$ cat src/rtl/pipe_out_fifo.sv
// pipe_out_fifo: terminal buffer of the stalled pipeline; queues last-stage results and generates the global advance enable
// Optional feature macro: PIPE_OUT_FIFO_HWM_EN (adds hwm and stall_cnt outputs)
// Ports:
//   clk            - single clock, rising edge
//   reset          - asynchronous active-low reset
//   in_valid       - valid bit of the last pipeline stage
//   in_data        - result word of the last pipeline stage
//   fifo_out_ready - pipeline advance enable, high while not full
//   out_valid      - at least one word queued
//   out_data       - head-of-queue word
//   out_ready      - consumer accepts the head word this cycle
//   level          - current occupancy, 0..DEPTH
//   hwm            - (HWM_EN only) maximum level since reset
//   stall_cnt      - (HWM_EN only) saturating count of stalled cycles
module pipe_out_fifo #(
    parameter int DATA_WIDTH = 32,
    parameter int DEPTH      = 8,
    parameter int PTR_W      = $clog2(DEPTH)
) (
    input  logic                  clk,
    input  logic                  reset,
    input  logic                  in_valid,
    input  logic [DATA_WIDTH-1:0] in_data,
    output logic                  fifo_out_ready,
    output logic                  out_valid,
    output logic [DATA_WIDTH-1:0] out_data,
    input  logic                  out_ready,
`ifdef PIPE_OUT_FIFO_HWM_EN
    output logic [PTR_W:0]        hwm,
    output logic [15:0]           stall_cnt,
`endif
    output logic [PTR_W:0]        level
);
    localparam logic [PTR_W:0] FULL = (PTR_W+1)'(DEPTH);

    logic [DATA_WIDTH-1:0] mem [DEPTH];
    logic [PTR_W-1:0]      wr_ptr;
    logic [PTR_W-1:0]      rd_ptr;
    logic                  wr;
    logic                  rd;

    // Ready and valid decode from the registered level only, so the
    // pipeline enable never depends combinationally on the consumer.
    assign fifo_out_ready = level != FULL;
    assign out_valid      = level != '0;
    assign out_data       = mem[rd_ptr];
    assign wr             = in_valid & fifo_out_ready;
    assign rd             = out_valid & out_ready;

    always_ff @(posedge clk)
        if (wr)
            mem[wr_ptr] <= in_data;

    // Power-of-two depth lets the pointers wrap by plain overflow.
    always_ff @(posedge clk or negedge reset)
        if (!reset) begin
            wr_ptr <= '0;
            rd_ptr <= '0;
            level  <= '0;
        end else begin
            if (wr)
                wr_ptr <= wr_ptr + 1'b1;
            if (rd)
                rd_ptr <= rd_ptr + 1'b1;
            if (wr & ~rd)
                level <= level + 1'b1;
            else if (rd & ~wr)
                level <= level - 1'b1;
        end

`ifdef PIPE_OUT_FIFO_HWM_EN
    always_ff @(posedge clk or negedge reset)
        if (!reset) begin
            hwm       <= '0;
            stall_cnt <= '0;
        end else begin
            if (level > hwm)
                hwm <= level;
            if (in_valid & ~fifo_out_ready & ~&stall_cnt)
                stall_cnt <= stall_cnt + 1'b1;
        end
`endif
endmodule

$ cat config.mk
export PLATFORM = sky130hd
export DESIGN_NAME = pipe_out_fifo
export DESIGN_NICKNAME = d
export VERILOG_FILES = /design/src/rtl/pipe_out_fifo.sv
export SDC_FILE = /design/constraint.sdc
export NUM_CORES = 1
export LEC_CHECK = 0
export BUFFER_PORTS_ARGS = -buffer_cell sky130_fd_sc_hd__buf_2
export CAP_MARGIN = 15
export CORE_MARGIN = 8
export CORE_UTILIZATION = 50
export DETAILED_ROUTE_END_ITERATION = 6
export GPL_TIMING_DRIVEN = 0
export PLACE_DENSITY_LB_ADDON = 0.08
export RECOVER_POWER = 25
export SYNTH_ARGS = -nofsm -noshare
export SYNTH_HDL_FRONTEND = slang
export SYNTH_SLANG_ARGS = --single-unit
export TNS_END_PERCENT = 5
$ cat constraint.sdc
create_clock -name clk -period 10.3 [get_ports clk]
set_input_delay 1.545 -clock clk [delete_from_list [all_inputs] [get_ports clk]]
set_output_delay 1.545 -clock clk [all_outputs]
set_load 0.02 [all_outputs]
### Word-level counts from Yosys, hierarchy flattened

Memory sizes are Yosys's and may differ from the RTL's.
Index checks and enable logic that the tools add are counted.

| word-level totals | value |
|---|---|
| bits in read-only memories | 0 |
| memories | 1 |
| input port bits | 36 |
| register bits | 10 |
| latch bits | 0 |
| word-level logic and storage cells | 21 |
| bits in writable memories | 256 |
| output and inout port bits | 38 |

Memory list:

| name | depth | bits a word | read ports | clocked after Yosys merged registers in | wr ports | line | source |
|---|---|---|---|---|---|---|---|
| mem | 8 | 32 | 1 | 0 | 1 | 36 | `logic [DATA_WIDTH-1:0] mem [DEPTH];` |

| operators by class | value |
|---|---|
| equal/unequal tests | 1 |
| muxes and demuxes | 4 |
| bitwise operators | 6 |
| multiply operators | 0 |
| $lt $le $gt $ge | 0 |
| reduce and logical (&&, ||, !) cells | 2 |
| add/subtract/negate cells | 4 |
| shift operators | 0 |
| div/mod/pow operators | 0 |

Operators with widths:

| kind | count |
|---|---|
| $mux 4 | 2 |
| $add 3x1->3 const B | 2 |
| $add 4x1->4 const B | 1 |
| $and 1x1->1 | 4 |
| $ne 4x4->1 const B | 1 |
| $reduce_bool 4->1 | 1 |
| $sub 4x1->4 const B | 1 |
| $mux 1 | 2 |
| $not 1->1 | 2 |
| $reduce_bool 2->1 | 1 |

### Longest topological paths before layout

Gate-level depths: netlist (run 1).

| logic depth | value |
|---|---|
| depth in word-level cells | 6 |
| mapped depth | 10 |
| mapped depth without buffers | 9 |

### Least setup slack after synthesis (run 1)

Ideal clock, no wire load.

| path | value |
|---|---|
| path kind | input -> register |
| start | input in_valid |
| end | memory mem[0][0], enable pin |
| data required time | 9.799 ns |
| data arrival time | 4.717 ns |
| stages | 2 |
| buffers on the path | 0 |
| slack | 5.082 ns |
| library setup time | 0.501 ns |
| cells stage by stage | nand2_2 -> nor4_1 |

| on the way | value |
|---|---|
| cells in the longest elaborated chain, start to end | 3 |

RTL lines:

| element | line | source |
|---|---|---|
| start, declared | 22 | `input logic in_valid,` |
| $and 1x1->1 | 47 | `assign wr = in_valid & fifo_out_ready;` |
| $mux 1 | 51 | `if (wr)` |
| $mux 1 (not written as such) | 52 | `mem[wr_ptr] <= in_data;` |
| end, declared | 36 |  |

No other way between the ends.

### Worst setup path in the final report (run 1)

| path | value |
|---|---|
| start | register rd_ptr[1] |
| end | output out_data[7] |

| on the way | value |
|---|---|
| cells in the longest elaborated chain, start to end | 1 |

RTL lines:

| element | line | source |
|---|---|---|
| start, declared | 38 | `logic [PTR_W-1:0] rd_ptr;` |
| start signal, assigned | 64 | `rd_ptr <= rd_ptr + 1'b1;` |
| $mem_v2 8x32 | n/a |  |
| end, declared | 26 | `output logic [DATA_WIDTH-1:0] out_data,` |

No other way between the ends.

==> run metrics, run 1 <==
cell taking the most area after synthesis=edfxtp_1; sequential area share after synthesis=0.7669; Final setup viols=0; WL per Instance=22.99 um; CP delay by family, top=buffers and inverters; Worst-path clk slew=0.06 ns; clk root buf=clkbuf_16; first-pass GRT wire length=30370 um; CTS tree=built; post-synthesis cell type count=32; Die W=159.9 um; PortBufs=73; Sw Share=0.3047; initial antenna violation count=1; leakage power=4.099 nW; proportion of netlist area held by the largest area contributor=0.7427; internal power=0.002503 W; Initial Util=0.5099; Max FO, Critical Path=10; GRT Overall Usage=0.1545; P_sw=0.001097 W; Worst Hold Depth=2; Syn Area/Cell=23.96 um2; post-route ant nets=0; Core Footprint=20300 um2; hold_buf cts=0; Placed Area=11380 um2; Synth Instances=432; Clock Skew=0.005319 ns; Worst setup EP type=primary output; die footprint=25560 um2; crit-path max cell delay=0.58 ns; Std-Cell Rows=52; GRT Residual Overflow=0; period utilization=0.4061; power share of the sequential group=0.394; setup bufs post-CTS=0; Final nets=600; Netlist Area Pre-Place=10350 um2; Max VDD drop=0.0001790 V; final hold violation count=0; vias in the first global route=5159; H-tree Lvls=1; HP Class=flip-flop to flip-flop; R2R depth=10; Num CTS Buffers=28; synth warn=0; Slew Viols, Final=0; routed vias=4691; Final min period=4.183 ns; Max-Cap Viols=0; FF+latch count, synth=266; Setup TNS=0 ns; RSZ-0062 raised after global routing=false; Layout Utilization=0.6043; CTS sink count=266; power per cell area=293.4 nW/um2; Slew headroom=0.4272; largest net degree at the start of global routing=25; Comb pwr share=0.334; Worst setup SP type=flip-flop; DRC Markers=0; leading post-synthesis cells by cell area=edfxtp_1 74%, mux4_2 8.5%, mux4_1 6.3%; Via density=5.519; antenna cells=0; DP HPWL=12920 um; final wirelength=19540 um; DRT Pass-1 Iters=4; I/O pins=74; design area=12270 um2; area grow syn2layout=18.52%; Critical Path Most Common Cell=buf_2; gpl congestion=0.6672; critical-path cell list=buf_2 > buf_1 > mux4_2 > mux2_2 > buf_2; Die Span Y=159.9 um; crit path buf inv count=3; Longest Clk Path Bufs=3; Starting DRT DRC Count=300; status=finished clean; Setup WS post-layout=6.117 ns; WP depth=5; worst skew pair latency=0.53 ns; CP required=8.76 ns; layout cell share with drive strength beyond 1=0.3569; dpl ws=6.580 ns; PostCTS Resize Cnt=0; WP data arrival=2.64 ns; slowest stage cell on the critical path=buf_1; Clock power frac=0.273; Fmax=0.2391 GHz; kind of critical path=flip-flop to primary output; Tightest Pin Transition=0.8521 ns; syn_nets=474
-- metrics by stage --
step                      hold slack, ns  cells  power, W
after global routing              0.6062    850  0.003777
final                             0.5757    850  0.003599
after CTS                         0.5882    850  0.003660
after global placement            0.5516    775  0.002606
after detailed placement          0.5728    798  0.002675
after floorplan                   0.5254    432  0.002266
-- final timing paths --
kind                       slack [ns]                     to             startpoint
setup reg to reg                 7.27   level[3]$_DFFE_PN0P_   level[0]$_DFFE_PN0P_
min in group asynchronous        0.99   level[3]$_DFFE_PN0P_                  reset
hold / removal                   0.58   level[2]$_DFFE_PN0P_   level[2]$_DFFE_PN0P_
hold reg to reg                  0.58   level[2]$_DFFE_PN0P_   level[2]$_DFFE_PN0P_
max in group asynchronous        8.94  rd_ptr[2]$_DFFE_PN0P_                  reset
setup / recovery                 6.12            out_data[7]  rd_ptr[1]$_DFFE_PN0P_
-- cell type report --
| type | count | area [um2] |
|---|---|---|
| sequential | 266 | 7938 |
| multi-input combinational | 144 | 2305 |
| fill | 1473 | 8033 |
| tap | 270 | 337.8 |
| clock inverter | 19 | 177.7 |
| buffer | 20 | 148.9 |
| inverter | 2 | 7.507 |
| clock buffer | 33 | 740.7 |
| timing repair buffer | 96 | 611.8 |
-- cell usage after synthesis --
| cell type | instances |
|---|---|
| o211ai_1 | 2 |
| xnor2_1 | 6 |
| buf_1 | 5 |
| fa_1 | 1 |
| buf_8 | 2 |
| nor4_1 | 1 |
| buf_2 | 3 |
| nor2_1 | 3 |
| mux4_1 | 25 |
| buf_12 | 2 |
| nand3b_1 | 1 |
| clkbuf_1 | 6 |
| a2111o_1 | 1 |
| mux2_2 | 34 |
| o21ai_0 | 1 |
| nand3_1 | 5 |
| or3_1 | 1 |
| inv_1 | 2 |
| edfxtp_1 | 256 |
| or4b_1 | 1 |
| nor3_1 | 5 |
| nand2_1 | 4 |
| dfrtp_1 | 10 |
| mux4_2 | 39 |
| mux2i_1 | 1 |
| ha_1 | 5 |
| buf_6 | 2 |
| or4_1 | 2 |
| a21oi_1 | 2 |
| mux2_1 | 1 |
| nand2_2 | 1 |
| nand2b_1 | 2 |
-- sequential cells by signal, summed over array words and instances, names as in the netlist --
signal,flops
mem,256
level,4
rd_ptr,3
wr_ptr,3
-- placed cells by master, fill, tap and decap left out, types with 3 or more instances in the layout --
cell        Yosys  routed
buf_12          2       5
clkinvlp_4      0       3
buf_2           3      54
nand2_1         4       4
edfxtp_1      256     256
dfrtp_1        10      10
buf_1           5       5
nor3_2          0       4
buf_4           0       5
clkbuf_1        6      32
nand3_1         5       5
clkinv_1        0       6
xnor2_1         6       6
bufinv_16       0       3
clkinv_2        0       5
clkbuf_16       0      29
buf_6           2      15
buf_8           2       4
ha_1            5       5
mux2_2         34      34
mux4_1         25      25
nor2_4          0       3
mux4_2         39      39
-- tightest hold or removal path, delay by kind of cell, from the launching register on --
family	cells	cell delay [ns]
DFF	1	0.41
AOI/OAI and AO/OA	1	0.07
and+or+nand+nor	1	0.06
-- power by group through the flow --
stage	sequential [W]	clock (W)	combinational (W)
after CTS	0.00142	0.00101	0.00123
after detailed placement	0.00144	0	0.00123
after global routing	0.00143	0.00105	0.00130
final	0.00142	0.000981	0.00120
after floorplan	0.00144	0	0.000825
after global placement	0.00145	0	0.00116
-- cells by family after synthesis --
| family | count (synthesis) | synth area share |
|---|---|---|
| xor gates and xnor gates | 6 | 0.005077 |
| buffers and inverters | 22 | 0.01511 |
| and+or+nand+nor | 26 | 0.01354 |
| adders and majority gates | 6 | 0.007979 |
| DFF | 266 | 0.7669 |
| muxes | 100 | 0.1874 |
| AOI/OAI and AO/OA | 6 | 0.003988 |
-- layer usage --
layer  routed length (um)  global-route usage  vias to the layer above
li1                     -                   -                     2121
met1                 8607              0.2019                     2451
met2                 9723              0.2596                       91
met3                  881             0.03239                       26
met4                  320             0.04248                        2
met5                    8                   0                        -
Note: power is estimated with default switching activity, not from simulation.
==> inputs of run 2 (changes only) <==
--- a/config.mk
+++ b/config.mk
@@ -5,6 +5,7 @@
 export SDC_FILE = /design/constraint.sdc
 export NUM_CORES = 1
 export LEC_CHECK = 0
+export ABC_AREA = 1
 export BUFFER_PORTS_ARGS = -buffer_cell sky130_fd_sc_hd__buf_2
 export CAP_MARGIN = 15
 export CORE_MARGIN = 8
==> constraint.sdc (replaced) <==
create_clock -name clk -period 4.2 [get_ports clk]
set_input_delay 0.63 -clock clk [delete_from_list [all_inputs] [get_ports clk]]
set_output_delay 0.63 -clock clk [all_outputs]
set_load 0.02 [all_outputs]
==> run 2 against run 1 <==
Against the previous run: critical path type unchanged; design area grew 9.8%; combinational power grew to 3.4 times the previous value; critical endpoint is now out_data[21]; largest power group is now combinational logic; clock power grew 130%; final cell count grew 90%; highest routed layer unchanged; total power grew to 2.7 times the previous value; clock skew grew 0.0025 ns; routed wire length grew 36%; worst setup slack lost 4.8 ns; utilization shrank 2.2 points; synthesized cell count grew to 2.7 times the previous value; hold slack lost 0.20 ns; clock-buffer cell count grew 4.
==> run metrics, run 2 <==
proportion of netlist area held by the largest area contributor=0.6613; crit-path max cell delay=0.56 ns; Num CTS Buffers=28; CTS sink count=266; period utilization=0.6896; FF-to-FF Start=level[0]$_DFFE_PN0P_; Synth Instances=1185; cell taking the most area after synthesis=edfxtp_1; PostCTS Resize Cnt=0; most common cell after layout, fill and taps aside=nand2_1; hold_buf cts=1; syn_nets=1227; Biggest register=mem; Max-Cap Viols=0; Std-Cell Rows=56; DP HPWL=17250 um; initial antenna violation count=1; Longest Clk Path Bufs=3; XOR/XNOR Fraction of Synth Area=0.003767; area grow syn2layout=15.87%; mux contribution to synthesized area=0; DRC Markers=0; worst r2r dst=mem[6][16]$_DFFE_PP_; Final min period=2.896 ns; Tightest Pin Transition=0.8477 ns; slowest stage cell on the critical path=buf_1; status=finished clean; Slew Viols, Final=0; Worst setup SP type=flip-flop; post-route ant nets=0; Slew headroom=0.4318; CTS tree=built; crit path buf inv count=4; EDFF count, synth=256; R2R depth=7; Setup WS post-layout=1.304 ns; routed vias=7718; post-synthesis adder-cell area fraction=0.007104; synth warn=0; clk root buf=clkbuf_16; PortBufs=73; R2R setup slack=1.82 ns; Via density=4.776; RSZ-0062 raised after global routing=false; setup bufs post-CTS=0; gpl congestion=0.7565; CP required=3.57 ns; DP Cell Count=1564; first-pass GRT wire length=41630 um; asr flop ratio synth=0.03759; Setup TNS=0 ns; Worst Hold Depth=3; FF+latch count, synth=266; Most used DFF post-synth=edfxtp_1; Max FO, Critical Path=10; kind of critical path=flip-flop to primary output; vias in the first global route=7432; biggest registers after layout=mem x256, level x4; Worst setup EP type=primary output; worst skew pair latency=0.52 ns; Final setup viols=0; final wirelength=26660 um; leakage power=5.901 nW; Die W=168.5 um; Clock Skew=0.007834 ns; Starting DRT DRC Count=519; H-tree Lvls=1; WHS=0.3746 ns; dpl ws=1.753 ns; I/O pins=74; Worst-path clk slew=0.06 ns; Syn Area/Cell=9.810 um2; Compound-Gate Fraction of Synth Area=0.001292; critical-path cell list=buf_2 > inv_1 > buf_1 > nand2_1 > nand2_1 > buf_2; Fmax=0.3453 GHz; HP Class=input pin to flip-flop; Post-Layout Cell Count=1616; Final nets=1347; largest net degree at the start of global routing=26; Synth top cells by count=444 x nand2_1, 262 x nor2_1, 256 x edfxtp_1; GRT Residual Overflow=0; final hold violation count=0; max FFs per register=256; sequential area share after synthesis=0.6828; Die Span Y=168.5 um; antenna cells=0; WL per Instance=16.50 um; hold path endpoint=rd_ptr[1]$_DFFE_PN0P_; power per cell area=723.7 nW/um2; CP delay by family, top=buffers and inverters; layout cell share with drive strength beyond 1=0.1146; Hold Path Origin=out_ready; commonest non-fill, non-tap cells in the layout=444 x nand2_1, 258 x nor2_1, 256 x edfxtp_1, 138 x inv_1, 74 x buf_2; die footprint=28390 um2; Max VDD drop=0.0004281 V; largest family of logic cells by synthesized area=simple AND/OR/NAND/NOR gates; leading cell type by number of instances after synthesis=nand2_1; Core Footprint=23120 um2; GRT Overall Usage=0.1894; simple-gate area share of the yosys netlist=0.2329; Netlist Area Pre-Place=11620 um2; Initial Util=0.5028; post-synthesis cell type count=20; DRT Pass-1 Iters=5; leading post-synthesis cells by cell area=edfxtp_1 66%, nand2_1 14%, nor2_1 8.5%; WP data arrival=2.27 ns
==> run 2: cell types whose count changed in the layout (fill, tap and decap cells not counted), moves of 20 or more <==
cell / before / now
nand2_1: 4 / 444
mux4_2: 39 / 0
inv_1: 2 / 138
buf_2: 54 / 74
nor2_1: 0 / 258
mux4_1: 25 / 0
mux2_2: 34 / 0
==> run 2: metrics by stage <==
stage / utilization / area, um2 / total power [W]
floorplan: - / 11620 / 0.006165
global placement: 0.5343 / 12350 / 0.007432
detailed placement: 0.5467 / 12640 / 0.007561
CTS: 0.5837 / 13500 / 0.009843
global route: 0.5825 / 13470 / 0.01041
finish: 0.5825 / 13470 / 0.009747
==> run 2: per-layer routing <==
layer | GRT usage | routed length [um] | part of all wire
met1 | 0.2529 | 12000 | 0.45
met2 | 0.3228 | 12750 | 0.48
met3 | 0.02725 | 1394 | 0.052
met4 | 0.04542 | 510 | 0.019
met5 | 0 | 13 | 0.00049
==> run 2: how the worst max path moves through the flow <==
stage / startpoint / end / cells after the start
finish: rd_ptr[2]$_DFFE_PN0P_ / out_data[21] / 6
detailed placement: in_valid / mem[2][16]$_DFFE_PP_ / 6
floorplan: level[0]$_DFFE_PN0P_ / mem[5][0]$_DFFE_PP_ / 4
CTS: rd_ptr[1]$_DFFE_PN0P_ / out_data[15] / 8
global placement: in_valid / mem[1][16]$_DFFE_PP_ / 3
global route: rd_ptr[1]$_DFFE_PN0P_ / out_data[15] / 8
==> run 2: power by group <==
| part | switching (W) | leakage, nW | internal, W |
|---|---|---|---|
| clock | 0.000972 | 0.412 | 0.00132 |
| combinational | 0.00275 | 3.04 | 0.00127 |
| sequential | 0.000115 | 2.45 | 0.00332 |
==> run 2: worst register-to-register path, cell delays in order, from the launching register on <==
cell and delay, ns:
dfrtp_1 0.44, nor2_1 0.10, nand3_1 0.10, nand2_2 0.15
inv_1 0.15, nand2_1 0.26, nor2_4 0.60, buf_16 0.25
==> run 2: cell type report <==
cell class	count	area (um2)
clock inverters	14	88.84
plain buffers	49	316.6
inverters	139	521.8
well taps	290	362.8
clock buffers	37	755.7
flip-flops and latches	266	7938
repair buffers	90	586.8
fillers	1976	9653
multi-input cells	731	2899
==> run 2: logic make-up after synthesis <==
group / count (synthesis)
AOI/OAI and AO/OA: 3
xor gates and xnor gates: 5
adders and majority gates: 6
buffers and inverters: 188
DFF: 266
and+or+nand+nor: 717
==> inputs of run 3 (changes only) <==
--- a/config.mk
+++ b/config.mk
@@ -5,7 +5,7 @@
 export SDC_FILE = /design/constraint.sdc
 export NUM_CORES = 1
 export LEC_CHECK = 0
-export ABC_AREA = 1
+export ABC_AREA = 0
 export BUFFER_PORTS_ARGS = -buffer_cell sky130_fd_sc_hd__buf_2
 export CAP_MARGIN = 15
 export CORE_MARGIN = 8
==> constraint.sdc (replaced) <==
create_clock -name clk -period 3 [get_ports clk]
set_input_delay 0.45 -clock clk [delete_from_list [all_inputs] [get_ports clk]]
set_output_delay 0.45 -clock clk [all_outputs]
set_load 0.02 [all_outputs]
==> run 3 against run 2 <==
Against the previous run: non-clock buffer count down 20; utilization up 2.8 points; clock power up 55%; critical path type is now flip-flop to flip-flop; largest cell class unchanged; largest power group is now registers.
==> run metrics, run 3 (synthesis results as in run 1) <==
Slew headroom=0.4424; CTS tree=built; DP HPWL=12760 um; routed vias=4769; antenna cells=0; status=finished clean; GRT Overall Usage=0.1571; DRT Pass-1 Iters=4; Max-Cap Viols=0; CP required=3.41 ns; biggest registers after layout=mem x256, level x4; Die Span Y=159.9 um; crit path buf inv count=2; I/O pins=74; worst skew pair latency=0.53 ns; Starting DRT DRC Count=263; DRC Markers=0; kind of critical path=flip-flop to flip-flop; area grow syn2layout=19.77%; slowest stage cell on the critical path=or4b_1; met2 wire length=10150 um; largest net degree at the start of global routing=24; Core Footprint=20300 um2; crit-path max cell delay=0.66 ns; Tightest Pin Transition=0.8364 ns; M1 WL=8421 um; worst r2r dst=level[3]$_DFFE_PN0P_; Std-Cell Rows=52; Reg area=7940 um2; die footprint=25560 um2; Num CTS Buffers=28; period utilization=0.9660; critical-path cell list=or4b_1 > nand2_4 > inv_1 > ha_1 > inv_2 > ha_1 > or4_1 > o211ai_1 > o211ai_1; max FFs per register=256; uppermost layer routed=met5; final hold violation count=0; Fmax=0.3451 GHz; Worst setup EP type=flip-flop; CTS sink count=266; WHS=0.1975 ns; Worst setup SP type=flip-flop; design area=12400 um2; clk root buf=clkbuf_16; Worst Hold Depth=1; Final setup viols=0; hold path endpoint=mem[6][4]$_DFFE_PP_; R2R setup slack=0.10 ns; PortBufs=73; layout cell share with drive strength beyond 1=0.3832; WP data arrival=3.30 ns; R2R depth=9; most common cell after layout, fill and taps aside=edfxtp_1; power per cell area=1017 nW/um2; H-tree Lvls=1; initial antenna violation count=1; Max VDD drop=0.0005785 V; vias in the first global route=5113; Placed Area=11400 um2; Hold Path Origin=in_data[4]; post-route ant nets=0; metal3 WL=1006 um; leakage power=4.163 nW; first-pass GRT wire length=30570 um; Die W=159.9 um; Worst-path clk slew=0.06 ns; Clock Skew=0.007998 ns; Setup TNS=0 ns; Max FO, Critical Path=7; GRT Residual Overflow=0; commonest non-fill, non-tap cells in the layout=256 x edfxtp_1, 62 x buf_2, 39 x mux4_2, 34 x mux2_2, 29 x clkbuf_16; Longest Clk Path Bufs=3; final wirelength=19920 um; FF-to-FF Start=level[0]$_DFFE_PN0P_; RSZ-0062 raised after global routing=true; HP Class=input pin to flip-flop; Multi-input gate area=2318 um2; WL per Instance=23.38 um; Slew Viols, Final=0; gpl congestion=0.7365; Initial Util=0.5099; fill count=1492; CP delay by family, top=simple AND/OR/NAND/NOR gates; Final nets=603; Via density=5.597; Layout Utilization=0.6106; Final min period=2.898 ns; Biggest register=mem
==> run 3: cell count changes in the layout (fill, tap and decap cells not counted), moves of 25 or more <==
cell     change
nand2_1    -440
inv_1      -137
mux4_2      +39
mux4_1      +25
nor2_1     -258
mux2_2      +34
==> run 3: through the flow <==
stage	power, W	cells	setup WS [ns]
floorplan	0.007781	432	-0.9129
global placement	0.008976	775	-3.147
detailed placement	0.009217	797	-0.06501
CTS	0.01280	849	0.03988
global route	0.01321	852	-0.01347
finish	0.01260	852	0.1021
==> run 3: worst max-delay path by stage <==
stage	start	endpoint	slack (ns)	depth (start not counted)
finish	level[0]$_DFFE_PN0P_	level[3]$_DFFE_PN0P_	0.10	9
global route	rd_ptr[2]$_DFFE_PN0P_	out_data[29]	-0.01	4
CTS	level[1]$_DFFE_PN0P_	level[3]$_DFFE_PN0P_	0.04	10
detailed placement	level[0]$_DFFE_PN0P_	level[3]$_DFFE_PN0P_	-0.07	10
global placement	level[0]$_DFFE_PN0P_	mem[1][19]$_DFFE_PP_	-3.15	4
floorplan	level[0]$_DFFE_PN0P_	mem[2][0]$_DFFE_PP_	-0.91	4
==> run 3: final cells by class <==
type | count | share of cell area
plain buffers | 19 | 0.01211
clock buffers | 33 | 0.05976
clock inverters | 18 | 0.01817
inverters | 2 | 0.0006056
multi-input cells | 144 | 0.1870
flip-flops and latches | 266 | 0.6406
well taps | 270 | 0.02725
repair buffers | 100 | 0.05451
==> run 3: per-layer routing <==
metal	track usage	vias up
met3	0.03316	28
met1	0.2014	2491
met2	0.2702	131
met4	0.03866	2
li1	-	2117
met5	0	-
==> run 3: worst reg2reg max path: cells and delay by family (launching register included) <==
family                     cells  cell delay (ns)
AOI/OAI and AO/OA              2             0.22
adders and majority gates      2             0.56
buffers and inverters          2             0.17
DFF                            1             0.47
and+or+nand+nor                3             1.36
==> run 3: what timing repair did <==
action	CTS	global route
hold buffers	1	0
pin swaps	0	1
setup endpoints to repair	30	4
buffers inserted	0	4
gates resized for setup	8	0
endpoints found under the hold margin	10	0
==> run 3: power breakdown <==
part	switching, W	total, W	leakage (nW)	internal, W
Clock	0.00136	0.00356	0.462	0.00219
Combinational	0.00225	0.00417	1.26	0.00192
Sequential	0.000202	0.00488	2.44	0.00468
